### config.mk
export PLATFORM = sky130hd
export DESIGN_NAME = div_seq
export DESIGN_NICKNAME = d
export VERILOG_FILES = /design/src/rtl/div_pkg.sv /design/src/rtl/div_step.sv /design/src/rtl/div_seq.sv
export SDC_FILE = /design/constraint.sdc
export NUM_CORES = 1
export LEC_CHECK = 0
export BUFFER_PORTS_ARGS = -buffer_cell sky130_fd_sc_hd__buf_4
export CAP_MARGIN = 10
export CORE_ASPECT_RATIO = 0.7
export CORE_MARGIN = 2
export CORE_UTILIZATION = 45
export CTS_BUF_LIST = sky130_fd_sc_hd__clkbuf_16
export DETAILED_ROUTE_END_ITERATION = 8
export PLACE_DENSITY = 0.66
export SLEW_MARGIN = 10
export SYNTH_ARGS = -nofsm -noshare
export SYNTH_HDL_FRONTEND = slang
export SYNTH_SLANG_ARGS = --single-unit
### constraint.sdc
create_clock -name clk -period 3.4 [get_ports clk]
set_clock_uncertainty 0.2 [all_clocks]
set_input_delay 0.17 -clock clk [delete_from_list [all_inputs] [get_ports clk]]
set_output_delay 0.17 -clock clk [all_outputs]
set_load 0.005 [all_outputs]
### src/rtl/div_pkg.sv
// Shared types and sizing for the sequential restoring divider.
package div_pkg;
  typedef enum logic [1:0] {
    IDLE = 2'd0,
    RUN  = 2'd1,
    DONE = 2'd2
  } div_state_t;

  localparam int DIV_W = 16;
  localparam int CNT_W = $clog2(DIV_W);
endpackage

### src/rtl/div_step.sv
// One combinational restoring-division step: shift in the next dividend bit,
// then subtract the divisor if it fits.
module div_step
  import div_pkg::*;
#(
  parameter int W = DIV_W
) (
  input  logic [W-1:0] r,
  input  logic         qmsb,
  input  logic [W-1:0] d,
  output logic [W-1:0] r_next,
  output logic         qbit
);

  logic [W:0] shifted_s;
  logic [W:0] diff_s;

  // trial subtract at W+1 bits so the shifted-out remainder MSB is never lost
  always_comb begin
    shifted_s = {r, qmsb};
    diff_s    = shifted_s - {1'b0, d};
    if (shifted_s >= {1'b0, d}) begin
      r_next = diff_s[W-1:0];
      qbit   = 1'b1;
    end else begin
      r_next = shifted_s[W-1:0];
      qbit   = 1'b0;
    end
  end

endmodule

### src/rtl/div_seq.sv
// Sequential unsigned restoring divider, 2W/W -> W quotient and W remainder.
// Divide-by-zero and quotient overflow finish in one cycle with saturated quotient.
module div_seq
  import div_pkg::*;
#(
  parameter int W = DIV_W
) (
  input  logic             clk,
  input  logic             rst,
  input  logic             start,
  input  logic [2*W-1:0]   inp1,
  input  logic [W-1:0]     inp2,
  output logic [W-1:0]     quo,
  output logic [W-1:0]     rem,
  output logic             busy,
  output logic             done,
  output logic             dz,
  output logic             ovf
);

  localparam int CW = $clog2(W);

  div_state_t    state_r, state_s;
  logic [CW-1:0] cnt_r, cnt_s;
  logic [W-1:0]  r_r, r_s;
  logic [W-1:0]  q_r, q_s;
  logic [W-1:0]  d_r, d_s;
  logic [W-1:0]  quo_r, quo_s;
  logic [W-1:0]  rem_r, rem_s;
  logic          dz_r, dz_s;
  logic          ovf_r, ovf_s;
  logic          done_r, done_s;
  logic          busy_r;
  logic [W-1:0]  step_r_s;
  logic          step_qbit_s;
  logic [W-1:0]  q_shift_s;

  div_step #(.W(W)) u_step (
    .r      (r_r),
    .qmsb   (q_r[W-1]),
    .d      (d_r),
    .r_next (step_r_s),
    .qbit   (step_qbit_s)
  );

  assign q_shift_s = {q_r[W-2:0], step_qbit_s};

  // next-state and datapath update for the IDLE/RUN/DONE sequence
  always_comb begin
    state_s = state_r;
    cnt_s   = cnt_r;
    r_s     = r_r;
    q_s     = q_r;
    d_s     = d_r;
    quo_s   = quo_r;
    rem_s   = rem_r;
    dz_s    = dz_r;
    ovf_s   = ovf_r;
    done_s  = 1'b0;
    case (state_r)
      IDLE, DONE: begin
        if (start) begin
          if (inp2 == {W{1'b0}}) begin
            dz_s    = 1'b1;
            ovf_s   = 1'b0;
            quo_s   = {W{1'b1}};
            rem_s   = inp1[W-1:0];
            done_s  = 1'b1;
            state_s = DONE;
          end else if (inp1[2*W-1:W] >= inp2) begin
            // quotient would not fit in W bits
            dz_s    = 1'b0;
            ovf_s   = 1'b1;
            quo_s   = {W{1'b1}};
            rem_s   = inp1[W-1:0];
            done_s  = 1'b1;
            state_s = DONE;
          end else begin
            r_s     = inp1[2*W-1:W];
            q_s     = inp1[W-1:0];
            d_s     = inp2;
            cnt_s   = {CW{1'b0}};
            dz_s    = 1'b0;
            ovf_s   = 1'b0;
            state_s = RUN;
          end
        end else begin
          state_s = IDLE;
        end
      end
      RUN: begin
        r_s   = step_r_s;
        q_s   = q_shift_s;
        cnt_s = cnt_r + CW'(1);
        if (cnt_r == CW'(W - 1)) begin
          quo_s   = q_shift_s;
          rem_s   = step_r_s;
          done_s  = 1'b1;
          state_s = DONE;
        end else begin
          state_s = RUN;
        end
      end
      default: begin
        state_s = IDLE;
      end
    endcase
  end

  // state, datapath and output registers
  always_ff @(posedge clk or posedge rst) begin
    if (rst) begin
      state_r <= IDLE;
      cnt_r   <= {CW{1'b0}};
      r_r     <= {W{1'b0}};
      q_r     <= {W{1'b0}};
      d_r     <= {W{1'b0}};
      quo_r   <= {W{1'b0}};
      rem_r   <= {W{1'b0}};
      dz_r    <= 1'b0;
      ovf_r   <= 1'b0;
      done_r  <= 1'b0;
      busy_r  <= 1'b0;
    end else begin
      state_r <= state_s;
      cnt_r   <= cnt_s;
      r_r     <= r_s;
      q_r     <= q_s;
      d_r     <= d_s;
      quo_r   <= quo_s;
      rem_r   <= rem_s;
      dz_r    <= dz_s;
      ovf_r   <= ovf_s;
      done_r  <= done_s;
      busy_r  <= (state_s == RUN);
    end
  end

  assign quo  = quo_r;
  assign rem  = rem_r;
  assign busy = busy_r;
  assign done = done_r;
  assign dz   = dz_r;
  assign ovf  = ovf_r;

endmodule
==> flow_summary.yaml, run 1 <==
run_status:
  status: "complete, no violations"
layout:
  final_area_um2: 6535
  layout_common_cells: "92 x buf_4, 89 x dfrtp_1, 57 x nand2_1, 51 x o21ai_0"
  nFillCells: 948
  seq_area_um2: 2227
  final_nets: 753
  final_core_util: 0.6023
  n_antenna_cell: 0
  layout_commonest_cell: "buf_4"
  drive_gt1_frac: 0.1815
  syn2layout_area_growth_pct: 31.99
  multiInputGateArea_um2: 2450
clock_network:
  clkTransAtPathRegs_ns: 0.06
  htree_levels: 3
  numCtsBuffers: 9
  clock-sinks: 89
  cts_setup_buffers: 0
  cts-root-buf: "clkbuf_16"
  cts_tree: "built"
  cts_buffer_depth: 2
  clk_latency_ns: 0.34
floorplan:
  core_um2: 10850
  die_h_um: 91.76
  start_util: 0.4563
  die_area_um2: 11870
  ioPinCount: 87
  rows: 32
  chipWidth_um: 129.4
setup_path:
  critPathKind: "primary input to flop"
  critPathRequiredTime_ns: 3.38
  rrSetupSlack_ns: 0.20
  r2r-end: "rem[12]"
  cp-start-kind: "primary input"
  arrival_ns: 3.19
  crit_fanout: 34
  reg2reg_from: "d_r[0]"
  rr_worst_depth: 11
  crit_path_end_kind: "flop"
timing:
  finalSetupViolations: 0
  period_share: 0.9442
  fin_crit_ns: 3.210
  maxSlewViolCount: 0
  max_freq_mhz: 311.5
  rsz0062_at_grt: "false"
  worstMarginPinSlew_ns: 0.7613
  slew_headroom: 0.4914
  fin_tns_setup_ns: 0
  finalHoldViolations: 0
route:
  ant_nets: 0
  routed_wirelength_mm: 14.47
  viasPerCell: 5.480
  wl_per_cell_um: 17.54
  vias: 4521
  drtIter0Drc: 530
  drt_first_pass_iters: 6
  drc: 0
place:
  place_congestion: 0.8898
  postPlaceCellArea_um2: 5746
  io_buffer_count: 86
  place_hpwl_mm: 10.42
hold_path:
  worstHoldStart: "start"
  hp-class: "primary input to flop"
  hold_end: "dz"
  whs_path_depth: 4
yosys:
  yosysUniqueCellTypes: 45
  yosysWarnings: 0
  synthCells: 541
  syn-num-nets: 626
  netlist_area_um2: 4951
  avgSynthCellArea_um2: 9.152
  synth_seq_cells: 89
  ys_seq_area_frac: 0.4498
flow_run:
  maxCapViolCount: 0
global_route:
  grt_pass1_vias: 4337
  grt_pass1_wl_mm: 22.96
  grt_max_degree: 67
  grt.total_usage: 0.2524
  antenna_found_initial: 0
  grt_remaining_overflow: 0
power_and_ir_drop:
  power_density_nw_per_um2: 989.7
  p_leak_nw: 2.954
  vdd_drop_max_v: 0.0004078
routing by layer:
metal | track usage | up-vias | wire [µm]
met3 | 0.05601 | 17 | 934
met4 | 0.06069 | 0 | 185
met1 | 0.3770 | 2187 | 7001
met2 | 0.3715 | 161 | 6350
li1 | - | 2156 | -
met5 | 0 | - | 0
stage by stage:
step	instances	hold slack (ns)	setup WS, ns	total power [mW]
global route	825	0.1986	0.01196	6.978
CTS	825	0.1513	0.04382	6.427
floorplan	541	0.08569	0.7231	4.271
detailed placement	761	0.06321	0.1089	5.352
global placement	761	0.06044	0.1122	5.265
finish	825	0.1737	0.1898	6.468
state kept, by name, summed over array words and instances (netlist names):
signal / flops
busy: 1
cnt_r: 4
d_r: 16
done: 1
dz: 1
ovf: 1
q_r: 16
quo: 16
r_r: 16
rem: 16
state_r: 1
cells in the mapped netlist (all sizes together):
master / instances / area share
nand2b: 5 / 0.0063
nor2b: 5 / 0.0063
buf: 16 / 0.020
nor4: 4 / 0.0051
nor3: 5 / 0.0051
o31ai: 2 / 0.0030
nand3: 15 / 0.015
o211ai: 15 / 0.024
nand4: 5 / 0.0063
xnor2: 6 / 0.011
and3: 1 / 0.0013
o41ai: 2 / 0.0051
a21oi: 52 / 0.055
inv: 40 / 0.030
mux2i: 23 / 0.046
o21a: 1 / 0.0015
a211oi: 2 / 0.0040
o31a: 1 / 0.0018
xor2: 8 / 0.014
dfrtp: 89 / 0.45
a2bb2oi: 1 / 0.0018
clkbuf: 11 / 0.0083
or3: 2 / 0.0025
mux2: 2 / 0.0045
nand2: 57 / 0.043
a31oi: 4 / 0.0063
a22oi: 16 / 0.024
fa: 1 / 0.0040
o32a: 1 / 0.0020
o22ai: 3 / 0.0038
a21o: 4 / 0.0061
ha: 33 / 0.083
o21bai: 2 / 0.0030
o2111ai: 1 / 0.0018
o21ai: 55 / 0.056
nor2: 51 / 0.039
layout make-up:
class                           count  area share
Clock inverter                      6     0.01053
Clock buffer                        9     0.03446
Tap cell                          153     0.02929
Inverter                           40     0.02317
Multi-Input combinational cell    385      0.3749
Sequential cell                    89      0.3408
Timing Repair Buffer              143      0.1869
how the worst max path moves through the flow:
stage	startpoint	to	slack (ns)	cells past startpoint
3_5_place_dp	d_r[1]	r_r[4]	0.11	11
5_1_grt	inp1[16]	rem[15]	0.01	15
3_3_place_gp	r_r[0]	rem[4]	0.11	10
4_1_cts	r_r[0]	r_r[4]	0.04	10
2_1_floorplan	rst	busy	0.72	1
6_report	inp1[16]	rem[15]	0.19	15
power breakdown:
| group | switching, mW | internal [mW] | total, mW |
|---|---|---|---|
| Clock | 0.434 | 0.569 | 1.00 |
| Sequential | 0.314 | 1.54 | 1.85 |
| Combinational | 2.12 | 1.49 | 3.61 |
worst max-delay path, stage by stage:
cell and delay [ns]:
dlygate4sd3_1 0.54, buf_4 0.11, inv_1 0.04, ha_1 0.27, nand2b_1 0.15, a211oi_2 0.22, o21bai_1 0.15, a31oi_2 0.26
o211ai_2 0.18, nor2b_1 0.21, a21oi_4 0.38, inv_2 0.11, buf_12 0.19, o22ai_1 0.13, a31oi_1 0.06
kinds of logic (layout without fill, tap and decap cells):
group                      after synthesis  in the layout  share of synthesized area
AOI/OAI and AO/OA                      162            162                     0.1986
and+or+nand+nor                        150            150                     0.1299
muxes                                   25             25                    0.05105
DFF                                     89             89                     0.4498
xor gates and xnor gates                14             14                    0.02477
buffers and inverters                   67            198                    0.05838
adders and majority gates               34             34                    0.08744
timing repair:
item	in CTS	in global routing
endpoints found under the hold margin	94	0
endpoints found under the setup margin	0	19
resized for setup	0	2
hold buffers	49	0
Note: power is estimated with default switching activity, not from simulation.
==> run 2: changes to the inputs <==
--- a/config.mk
+++ b/config.mk
@@ -12,7 +12,8 @@
 export CORE_UTILIZATION = 45
 export CTS_BUF_LIST = sky130_fd_sc_hd__clkbuf_16
 export DETAILED_ROUTE_END_ITERATION = 8
-export PLACE_DENSITY = 0.66
+export HOLD_SLACK_MARGIN = 0.12
+export PLACE_DENSITY = 0.69
 export SLEW_MARGIN = 10
 export SYNTH_ARGS = -nofsm -noshare
 export SYNTH_HDL_FRONTEND = slang
==> constraint.sdc (replaced) <==
create_clock -name clk -period 2.7 [get_ports clk]
set_clock_uncertainty 0.2 [all_clocks]
set_input_delay 0.135 -clock clk [delete_from_list [all_inputs] [get_ports clk]]
set_output_delay 0.135 -clock clk [all_outputs]
set_load 0.005 [all_outputs]
==> run 2 against run 1 <==
  * The flow now finishes with violations (negative setup slack)
  * Clock-buffer cell count did not move
  * Sequential share of layout area down 3.4 points
  * Non-clock buffer count up 46
  * Routed wire length increased by 6.7%
  * Clock power up 33%
==> flow_summary.yaml, run 2 (synthesis results as in run 1) <==
power_and_ir_drop:
  power_density_nw_per_um2: 1411
  p_leak_nw: 3.251
  vdd_drop_max_v: 0.0007190
place:
  postPlaceCellArea_um2: 6076
  place_hpwl_mm: 10.86
  place_congestion: 0.8951
  io_buffer_count: 86
  place_ws_ns: -0.2174
  dpl.cell_count: 800
global_route:
  grt_max_degree: 57
  grt_pass1_vias: 4652
  grt.total_usage: 0.2643
  grt_pass1_wl_mm: 24.34
  antenna_found_initial: 0
  grt_remaining_overflow: 0
clock_network:
  clock-sinks: 89
  cts_buffer_depth: 2
  cts-root-buf: "clkbuf_16"
  clkTransAtPathRegs_ns: 0.07
  numCtsBuffers: 9
  clk_latency_ns: 0.34
  htree_levels: 3
  cts_tree: "built"
hold_path:
  hp-class: "primary input to flop"
  hold_end: "dz"
  whs_path_depth: 5
  worstHoldStart: "inp2[6]"
setup_path:
  r2r-end: "rem[3]"
  crit_fanout: 8
  critPathRequiredTime_ns: 2.70
  crit_path_end_kind: "flop"
  arrival_ns: 2.75
  rr_worst_depth: 11
  rrSetupSlack_ns: -0.05
  cp-startpoint: "r_r[0]"
  critPathKind: "flop to flop"
  cp-start-kind: "flop"
  reg2reg_from: "r_r[0]"
layout:
  final_nets: 799
  n_antenna_cell: 0
  fin_cells: 872
  drive_gt1_frac: 0.2949
  syn2layout_area_growth_pct: 46.80
  layout_commonest_cell: "buf_4"
  final_core_util: 0.6699
  layout_common_cells: "128 x buf_4, 88 x dfrtp_1, 54 x nand2_1, 50 x dlygate4sd3_1"
  final_area_um2: 7268
route:
  viasPerCell: 5.501
  routed_wirelength_mm: 15.45
  drt_first_pass_iters: 5
  vias: 4797
  ant_nets: 0
  wl_per_cell_um: 17.71
  drtIter0Drc: 367
  drc: 0
floorplan:
  ioPinCount: 87
  start_util: 0.4563
  rows: 32
  die_h_um: 91.76
  core_um2: 10850
  die_area_um2: 11870
  chipWidth_um: 129.4
timing:
  period_share: 1.018
  worstMarginPinSlew_ns: 0.6513
  maxSlewViolCount: 0
  max_freq_mhz: 363.8
  fin_crit_ns: 2.749
  finalSetupViolations: 3
  setup_ws_ns: -0.04864
  finalHoldViolations: 0
  slew_headroom: 0.5653
  rsz0062_at_grt: "true"
run_status:
  violations: "negative setup slack"
  status: "finished, violations left"
flow_run:
  maxCapViolCount: 0
[run 2: final cells by class]
type,instances,area (µm²)
clock inverters,7,85.08
multi-input cells,385,2751
well taps,153,191.4
clock buffers,9,225.2
inverters,40,153.9
repair buffers,189,1633
flip-flops and latches,89,2228
fillers,831,3582
[run 2: power by group]
part	leakage (nW)	total, mW	switching [mW]	internal [mW]
clock	0.160	1.33	0.529	0.803
sequential	1.02	2.33	0.392	1.94
combinational	2.07	6.59	3.49	3.10
total	3.25	10.3	4.42	5.84
[run 2: timing repair]
action / in CTS / in global routing
hold buffers: 50 / 0
hold endpoints to repair: 99 / 0
gates resized for setup: 32 / 50
gates cloned: 1 / 0
setup endpoints to repair: 32 / 61
buffers inserted: 3 / 3
pin swaps: 13 / 13
[run 2: how the worst max path moves through the flow]
stage,cells past startpoint,slack [ns],to
after floorplan,11,0.03,rem[14]
after global placement,11,-0.13,rem[14]
after detailed placement,12,-0.22,rem[3]
after CTS,11,-0.002,rem[14]
after global routing,11,-0.14,rem[3]
final,11,-0.05,rem[3]
[run 2: critical path, stage by stage (launching register included)]
cell,delay (ns)
dfrtp_1,0.42
ha_4,0.30
nor2b_4,0.18
o2111ai_4,0.13
a21oi_2,0.21
o21ai_2,0.09
a21oi_2,0.15
o32a_1,0.25
buf_12,0.17
mux2i_4,0.28
buf_6,0.14
o211ai_1,0.07
[run 2: layer usage]
layer / global-route usage / part of all wire
met5: 0 / 0
met4: 0.06341 / 0.016
met3: 0.07410 / 0.079
met2: 0.3947 / 0.44
met1: 0.3803 / 0.46
[run 2: through the flow]
| stage | power, mW | hold WS, ns | TNS, ns |
|---|---|---|---|
| 2_1_floorplan | 5.378 | 0.05069 | 0 |
| 3_3_place_gp | 7.283 | 0.03201 | -0.5138 |
| 3_5_place_dp | 7.448 | 0.04566 | -4.104 |
| 4_1_cts | 9.479 | 0.1501 | -0.001936 |
| 5_1_grt | 10.90 | 0.2081 | -1.578 |
| 6_report | 10.26 | 0.2064 | -0.09076 |
